File: src/rtl/pipe_pkg.sv
// ============================================================================
//  pipe_pkg : shared encodings for the generic pipeline stage register
//  Rev 1.0
// ============================================================================
`default_nettype none

package pipe_pkg;

   // 2'd3 is unused; the stage recovers from it to ST_EMPTY
   typedef enum logic [1:0] {
      ST_EMPTY = 2'd0,
      ST_ONE   = 2'd1,
      ST_FULL  = 2'd2
   } skid_state_t;

endpackage

`default_nettype wire

File: src/rtl/pipe_stage_skid.sv
// ============================================================================
//  pipe_stage_skid : valid/ready pipeline stage, optional 2-entry skid buffer,
//                    flush, bubble-zeroed control and saturating stall counter
//  Rev 1.0
// ============================================================================
`default_nettype none

module pipe_stage_skid
   import pipe_pkg::*;
#(
   parameter int unsigned DATA_W = 32,
   parameter int unsigned CTRL_W = 8,
   parameter int unsigned SKID   = 1,
   parameter int unsigned CNT_W  = 16
) (
   input  logic              clk,
   input  logic              rst,
   input  logic              flush,
   input  logic              in_valid,
   output logic              in_ready,
   input  logic [DATA_W-1:0] in_data,
   input  logic [CTRL_W-1:0] in_ctrl,
   output logic              out_valid,
   input  logic              out_ready,
   output logic [DATA_W-1:0] out_data,
   output logic [CTRL_W-1:0] out_ctrl,
   output logic [CNT_W-1:0]  stall_cnt
);

   localparam logic [CNT_W-1:0] CNT_MAX = '1;
   localparam logic [CNT_W-1:0] CNT_ONE = {{(CNT_W-1){1'b0}}, 1'b1};

   logic stall_now;
   assign stall_now = out_valid & ~out_ready;

   always_ff @(posedge clk) begin
      if (rst) begin
         stall_cnt <= '0;
      end else if (stall_now && (stall_cnt != CNT_MAX)) begin
         stall_cnt <= stall_cnt + CNT_ONE;
      end
   end

   generate
      if (SKID != 0) begin : g_skid
         skid_state_t       state;
         skid_state_t       state_nx;
         logic [DATA_W-1:0] main_data;
         logic [DATA_W-1:0] skid_data;
         logic [CTRL_W-1:0] main_ctrl;
         logic [CTRL_W-1:0] skid_ctrl;
         logic              xfer_in;
         logic              xfer_out;
         logic              main_from_in;
         logic              main_from_skid;
         logic              main_clear;
         logic              skid_from_in;
         logic              skid_clear;

         // in_ready comes from state only, so out_ready never reaches it combinationally
         assign in_ready  = ~rst & ((state == ST_EMPTY) | (state == ST_ONE));
         assign out_valid = (state == ST_ONE) | (state == ST_FULL);
         assign out_data  = main_data;
         assign out_ctrl  = main_ctrl;
         assign xfer_in   = in_valid & in_ready & ~flush;
         assign xfer_out  = out_valid & out_ready;

         always_comb begin
            state_nx       = state;
            main_from_in   = 1'b0;
            main_from_skid = 1'b0;
            main_clear     = 1'b0;
            skid_from_in   = 1'b0;
            skid_clear     = 1'b0;
            case (state)
               ST_EMPTY: begin
                  if (xfer_in) begin
                     state_nx     = ST_ONE;
                     main_from_in = 1'b1;
                  end
               end
               ST_ONE: begin
                  if (xfer_in && xfer_out) begin
                     main_from_in = 1'b1;
                  end else if (xfer_in) begin
                     state_nx     = ST_FULL;
                     skid_from_in = 1'b1;
                  end else if (xfer_out) begin
                     state_nx   = ST_EMPTY;
                     main_clear = 1'b1;
                  end
               end
               ST_FULL: begin
                  if (xfer_out) begin
                     state_nx       = ST_ONE;
                     main_from_skid = 1'b1;
                     skid_clear     = 1'b1;
                  end
               end
               default: begin
                  state_nx   = ST_EMPTY;
                  main_clear = 1'b1;
                  skid_clear = 1'b1;
               end
            endcase
            if (flush) begin
               state_nx       = ST_EMPTY;
               main_from_in   = 1'b0;
               main_from_skid = 1'b0;
               skid_from_in   = 1'b0;
               main_clear     = 1'b1;
               skid_clear     = 1'b1;
            end
         end

         // Control is zeroed whenever an entry is vacated so a bubble carries no write enables
         always_ff @(posedge clk) begin
            if (rst) begin
               state     <= ST_EMPTY;
               main_data <= '0;
               main_ctrl <= '0;
               skid_data <= '0;
               skid_ctrl <= '0;
            end else begin
               state <= state_nx;
               if (main_from_in) begin
                  main_data <= in_data;
                  main_ctrl <= in_ctrl;
               end else if (main_from_skid) begin
                  main_data <= skid_data;
                  main_ctrl <= skid_ctrl;
               end else if (main_clear) begin
                  main_ctrl <= '0;
               end
               if (skid_from_in) begin
                  skid_data <= in_data;
                  skid_ctrl <= in_ctrl;
               end else if (skid_clear) begin
                  skid_ctrl <= '0;
               end
            end
         end
      end else begin : g_noskid
         logic              valid;
         logic [DATA_W-1:0] data;
         logic [CTRL_W-1:0] ctrl;
         logic              xfer_in;
         logic              xfer_out;

         assign in_ready  = ~rst & (out_ready | ~valid);
         assign out_valid = valid;
         assign out_data  = data;
         assign out_ctrl  = ctrl;
         assign xfer_in   = in_valid & in_ready & ~flush;
         assign xfer_out  = valid & out_ready;

         always_ff @(posedge clk) begin
            if (rst) begin
               valid <= 1'b0;
               data  <= '0;
               ctrl  <= '0;
            end else if (flush) begin
               valid <= 1'b0;
               ctrl  <= '0;
            end else if (xfer_in) begin
               valid <= 1'b1;
               data  <= in_data;
               ctrl  <= in_ctrl;
            end else if (xfer_out) begin
               valid <= 1'b0;
               ctrl  <= '0;
            end
         end
      end
   endgenerate

endmodule

`default_nettype wire

File: config.mk
export PLATFORM = sky130hd
export DESIGN_NAME = pipe_stage_skid
export DESIGN_NICKNAME = d
export VERILOG_FILES = /design/src/rtl/pipe_pkg.sv /design/src/rtl/pipe_stage_skid.sv
export SDC_FILE = /design/constraint.sdc
export NUM_CORES = 1
export LEC_CHECK = 0
export ABC_AREA = 1
export CAP_MARGIN = 25
export CORE_AREA = 2 2 83 116
export DETAILED_ROUTE_END_ITERATION = 8
export DIE_AREA = 0 0 85 118
export PLACE_DENSITY = 0.78
export SYNTH_ARGS = -nofsm -noshare
export SYNTH_HDL_FRONTEND = slang
export SYNTH_SLANG_ARGS = --single-unit
File: constraint.sdc
create_clock -name clk -period 1.9 [get_ports clk]
set_input_delay 0.285 -clock clk [delete_from_list [all_inputs] [get_ports clk]]
set_output_delay 0.285 -clock clk [all_outputs]
set_load 0.01 [all_outputs]
==> impl_summary.txt, run 1 <==
----------------------------------------------------
[Global route]
  Number of antenna violations at the first check in global routing ... 0
  Pin count of the biggest net entering global routing ... 41
  GRT Overall Usage ... 0.240
  Sum of overflow across all layers after global routing ... 0
  Wire length of the first global-routing pass ... 20100 µm
  Vias in the first global route ... 4462

[Yosys]
  Number of synthesized register bits ... 98
  Number of enable flip-flop cells after synthesis ... 0
  Primary FF master, synth ... dfxtp_1
  Count of unique library cells instantiated by Yosys ... 28
  Share of Yosys cell area claimed by the top area cell type ... 0.449
  Leading post-synthesis cells by cell area ... dfxtp_1 45%, nand2_1 12%, nor2_1 8.8%, nand3_1 8.7%, o21ai_0 5.2%
  Proportion of synthesized chip area in sequential cells ... 0.449
  Yosys warning count ... 0
  Asr flop ratio synth ... 0
  Cell area after technology mapping ... 4370 µm²
  Avg Inst Size Synth ... 7.18 µm²
  Net Count, Synth ... 659
  Area leader, netlist ... dfxtp_1
  Post-synthesis cell count ... 609

[Route]
  Number of design rule violations left after detail routing ... 0
  Via density per instance ... 5.43
  Initial drt markers ... 295
  First-pass DRT Iterations ... 4
  Post-route ant nets ... 0
  Met1 wire length ... 4670 µm
  Avg WL per Cell ... 14.3 µm
  Highest Signal Layer ... met4
  Wire length on met3 ... 685 µm
  Met2 wire length ... 6090 µm
  Total via count after detailed routing ... 4445
  Final wirelength ... 11700 µm

[STA]
  Setup violation total in the final timing report ... 0
  Final Max Tran Viols ... 0
  Final hold slack ... 324 ps
  Transition time at the pin with the least slew margin ... 433 ps
  Maximum frequency from static timing analysis ... 564 MHz
  Worst clock skew ... 8.54 ps
  Worst slew slack as a fraction of its limit ... 0.710
  Hold Violations, Final ... 0
  Fin crit share ... 0.934
  Final critical delay including setup and external delays ... 1770 ps

[Setup path]
  Data required time at the worst endpoint ... 1620 ps
  Critical Path End Type ... primary output
  Biggest fanout along the worst timing path ... 3
  Data arrival time of the critical path ... 1490 ps
  CP startpoint kind ... register
  Critical Setup Path Class ... reg -> out

[Layout]
  Share of layout cells above drive strength 1 ... 0.0857
  Design Area, Final ... 5900 µm²
  Net total in the final layout ... 758
  Commonest non-fill, non-tap cell in the layout ... nand2_1
  Most frequent cells in the layout ... 135 x nand2_1, 101 x nor2_1, 99 x clkdlybuf4s50_1
  Final antenna diode count ... 0
  Area Growth Syn to Fin ... 35.0%

[Run status]
  Outcome ... finished, final reports clean

[Floorplan]
  Top-level port count ... 103
  Die boundary width ... 85 µm
  Starting density of the core ... 0.487
  Core ar. ... 8980 µm²
  Die height ... 118 µm
  Die outline area ... 10000 µm²
  Row Count ... 41

[Place]
  Routability Congestion ... 0.890
  Half-perimeter wire length of the detailed placement result ... 7990 µm
  Total cell area at the placement stage ... 5570 µm²
  Number of buffers inserted by port buffering ... 102

[CTS]
  CTS sink cnt ... 98
  Clock Latency Late Sink ... 340 ps
  CTS Root Buffer Type ... clkbuf_16
  H-Tree Depth ... 3
  CTS Buf Count ... 9
  Clock tree from TritonCTS ... done
  Buffer levels on the longest clock path ... 2
  Reg clk slew, reported paths ... 60 ps

[Power]
  PnR Total Power ... 4.39 mW
  Power density normalized to cell area ... 744 nW/µm²
  Worst vdd rail ir drop ... 435 µV
  Static leakage power ... 2.11 nW

[Hold path]
  Worst hold-check path type ... in -> reg

[Job]
  Max-Cap Viols ... 0

----------------------------------------------------
## Yosys cell counts (2+ instances only)
| cell type | number |
|---|---|
| o21ai_0 | 45 |
| nor3_1 | 2 |
| a31oi_1 | 33 |
| buf_2 | 18 |
| nand4_1 | 5 |
| ha_1 | 5 |
| o21ai_4 | 2 |
| a21oi_1 | 22 |
| inv_2 | 4 |
| nand2_2 | 8 |
| nand2_1 | 135 |
| xnor2_1 | 4 |
| nand3_1 | 76 |
| nor2_4 | 2 |
| buf_6 | 2 |
| xor2_1 | 3 |
| buf_1 | 2 |
| inv_1 | 19 |
| nor2_1 | 102 |
| dfxtp_1 | 98 |
| nor2_2 | 2 |
| clkbuf_1 | 14 |
## timing repair
action | in CTS | in global routing
setup endpoints to repair | 3 | 76
gates cloned | 0 | 0
buffers inserted | 0 | 2
hold buffers | 0 | 0
resized for setup | 3 | 15
pin swaps | 0 | 1
## routing by layer
metal,up-vias,track usage
met3,21,0.0351
li1,2215,-
met5,-,0
met2,164,0.431
met1,2045,0.277
met4,0,0.100
## sequential cells by signal (all words and copies together), names as in the netlist
signal and cells:
g_skid.skid_ctrl 8, g_skid.skid_data 32, g_skid.state 2, out_ctrl 8, out_data 32, stall_cnt 16
## worst max-delay path, cell delays in order, from the launching register on
cell           delay, ps
dfxtp_1              360
inv_1                110
ha_1                 210
nor2_2               120
nor2_1                70
dlygate4sd2_1        280
## area by class of cell
| type | count | area [µm²] |
|---|---|---|
| flip-flops and latches | 98 | 1960 |
| clock inverters | 3 | 25.0 |
| multi-input cells | 450 | 2160 |
| repair buffers | 125 | 1270 |
| clock buffers | 12 | 256 |
| fillers | 776 | 3080 |
| inverters | 24 | 95.1 |
| well taps | 107 | 134 |
## power breakdown
group | internal, mW | switching, mW | total (mW)
clock | 0.957 | 0.759 | 1.72
sequential | 2.11 | 0.0316 | 2.14
combinational | 0.264 | 0.274 | 0.537
total | 3.33 | 1.06 | 4.39
## stage by stage
step / setup WS (ps) / instances / TNS, ps / utilization
after global routing: -4.23 / 819 / -4.23 / 0.657
final: 126 / 819 / 0 / 0.657
after CTS: 34.9 / 817 / 0 / 0.652
after global placement: 4.05 / 802 / 0 / 0.621
after detailed placement: -15.6 / 802 / -20.7 / 0.621
after floorplan: 174 / 609 / 0 / -
## cell families (layout without fill, tap and decap cells)
logic type | count (synthesis) | after routing | share of synthesized area
DFF | 98 | 98 | 0.449
adders and majority gates | 5 | 5 | 0.0143
and+or+nand+nor | 335 | 335 | 0.327
buffers and inverters | 61 | 164 | 0.0624
xor gates and xnor gates | 7 | 7 | 0.0140
AOI/OAI and AO/OA | 103 | 103 | 0.133
## worst paths after layout
kind	startpoint	to	slack, ps	depth (start not counted)
worst max-delay path	g_skid.state[1]	in_ready	130	5
worst min-delay path	rst	g_skid.state[0]	320	4
worst max register to register	g_skid.state[1]	g_skid.skid_ctrl[6]	140	11
worst min register to register	g_skid.skid_ctrl[5]	g_skid.skid_ctrl[5]	460	2
Power figures use the tool's default switching activity.
==> run 2, diff against run 1 <==
CORE_AREA = 2 2 106 148   (was 2 2 83 116)
DIE_AREA = 0 0 108 150   (was 0 0 85 118)
PLACE_DENSITY = default   (was 0.78)
clock period = 1.65 ns   (was 1.9 ns; I/O delays follow)
==> run 2 against run 1 <==
First-iteration DRC count is 23% lower. Non-clock buffer count grew 33. Utilization fell by 22 points. Largest cell class unchanged. Sequential cell count unchanged. The run now ends with negative setup slack left. Count of clock-buffer cells in the layout unchanged. Sequential share of layout area shrank 3.4 points.
==> impl_summary.txt, run 2 (synthesis results as in run 1) <==
----------------------------------------------------
[Run status]
  Outcome ... complete, but fails checks
  Violations in the final reports ... negative setup slack

[STA]
  Unrepaired setup endpoints after global routing ... true
  Setup violation total in the final timing report ... 1 (+1)
  Hold Violations, Final ... 0 (unchanged)
  Worst slew slack as a fraction of its limit ... 0.749 (+0.0382)
  Fin crit share ... 1.00
  Worst clock skew ... 6.10 ps (-2.44 ps)
  Transition time at the pin with the least slew margin ... 377 ps (-56.1 ps)
  Final Max Tran Viols ... 0 (unchanged)
  Final worst setup slack ... -4.37 ps (-130 ps)
  Maximum frequency from static timing analysis ... 604 MHz
  Final critical delay including setup and external delays ... 1650 ps

[Route]
  Via density per instance ... 4.72 (-13%)
  Number of design rule violations left after detail routing ... 0 (unchanged)
  First-pass DRT Iterations ... 5 (+1)
  Final wirelength ... 13500 µm (+15%)
  Total via count after detailed routing ... 4430 (-0.34%)
  Post-route ant nets ... 0 (unchanged)
  Initial drt markers ... 228 (-23%)
  Avg WL per Cell ... 14.3 µm (about the same)

[Layout]
  Share of layout cells above drive strength 1 ... 0.166 (+0.0803)
  Net total in the final layout ... 792 (+4.5%)
  Final antenna diode count ... 0 (unchanged)
  Most frequent cells in the layout ... 133 x nand2_1, 96 x clkdlybuf4s50_1, 94 x nor2_1
  Commonest non-fill, non-tap cell in the layout ... nand2_1
  Area Growth Syn to Fin ... 50.7%
  Final std cells w/o fill ... 939 (+15%)
  Final Util ... 0.441 (-0.216)

[Floorplan]
  Die height ... 150 µm (+27%)
  Die boundary width ... 108 µm (+27%)
  Row Count ... 53 (+29%)
  Core ar. ... 14900 µm² (+66%)
  Top-level port count ... 103 (unchanged)
  Starting density of the core ... 0.293 (-0.194)
  Die outline area ... 16200 µm² (+62%)

[Global route]
  Vias in the first global route ... 4203 (-5.8%)
  Wire length of the first global-routing pass ... 20500 µm (+1.7%)
  GRT Overall Usage ... 0.159 (-0.0803)
  Sum of overflow across all layers after global routing ... 0 (unchanged)
  Met2 Usage GRT ... 0.277 (-0.154)
  Pin count of the biggest net entering global routing ... 35 (-15%)
  Grt met3 use ... 0.0296 (-0.00545)
  GRT met1 Usage ... 0.192 (-0.0851)
  Number of antenna violations at the first check in global routing ... 0 (unchanged)
  Layer with the highest usage ... met2

[Power]
  Power density normalized to cell area ... 798 nW/µm² (+7.3%)
  Static leakage power ... 2.44 nW (+16%)
  Worst vdd rail ir drop ... 400 µV (-8.1%)

[Setup path]
  Data required time at the worst endpoint ... 1890 ps (+270 ps)
  Critical Setup Path Class ... reg -> reg
  Critical Path End Type ... register
  Biggest fanout along the worst timing path ... 9 (+6)
  Data arrival time of the critical path ... 1890 ps (+400 ps)
  CP startpoint kind ... register

[Place]
  Number of buffers inserted by port buffering ... 102 (unchanged)
  Placed cell count ... 909 (+13%)
  Routability Congestion ... 0.824 (-7.5%)
  Half-perimeter wire length of the detailed placement result ... 8760 µm (+9.6%)

[Job]
  Max-Cap Viols ... 0 (unchanged)

[CTS]
  Clock Latency Late Sink ... 340 ps (about the same)
  Cts hold-fix bufs ... 0 (unchanged)
  Reg clk slew, reported paths ... 70 ps (about the same)
  CTS Root Buffer Type ... clkbuf_16
  CTS Buf Count ... 9 (unchanged)
  Clock tree from TritonCTS ... done
  CTS sink cnt ... 98 (unchanged)
  Buffer levels on the longest clock path ... 2 (unchanged)
  H-Tree Depth ... 3 (unchanged)

[Hold path]
  Worst hold-check path type ... in -> reg

----------------------------------------------------
-- run 2: critical path, cell delays in order (launching register included) --
cell,delay [ps]
dfxtp_2,340
inv_2,50
ha_4,240
nand2_4,110
nor2_4,50
o21ai_4,140
buf_12,170
buf_4,130
nand2_2,80
o21ai_0,180
nor2_1,50
-- run 2: final timing paths --
check | endpoint | start | slack [ps] | cells after the start
setup / recovery | out_ctrl[7] | g_skid.state[0] | -4 | 10
hold / removal | stall_cnt[11] | rst | 210 | 2
setup reg to reg | out_ctrl[7] | g_skid.state[0] | -4 | 10
hold reg to reg | g_skid.skid_ctrl[2] | g_skid.skid_ctrl[2] | 470 | 2
-- run 2: area by class of cell --
| type | instances | area, µm² |
|---|---|---|
| timing repair buffer | 158 | 1730 |
| clock buffer | 12 | 236 |
| inverter | 24 | 103 |
| sequential | 98 | 1970 |
| tap | 192 | 240 |
| multi-input combinational | 451 | 2260 |
| clock inverter | 4 | 51.3 |
| fill | 1532 | 8340 |
-- run 2: power breakdown --
| group | internal, mW | switching [mW] | leakage, nW |
|---|---|---|---|
| Clock | 1.18 | 0.883 | 0.137 |
| Sequential | 2.42 | 0.0368 | 0.796 |
| Combinational | 0.378 | 0.350 | 1.50 |
-- run 2: through the flow --
stage	hold slack [ps]	TNS (ps)	area (µm²)	power (mW)	worst slack, ps
after floorplan	396	0	4390	2.79	30.9
after global placement	449	-7990	5900	3.16	-122
after detailed placement	454	-8430	5900	3.16	-149
after CTS	199	-4.92	6260	5.26	-4.92
after global routing	226	-1960	6590	5.49	-92.1
final	212	-4.37	6590	5.25	-4.37
-- run 2: repair_timing --
item,4_1_cts,5_1_grt
setup endpoints to repair,91,87
setup buffers,3,2
gates cloned,0,9
pin swaps,4,10
gates resized for setup,23,39
-- run 2: layer usage --
layer	vias up	share of wire
met5	-	0
li1	2281	-
met2	102	0.51
met3	20	0.039
met4	0	0.020
met1	2027	0.44
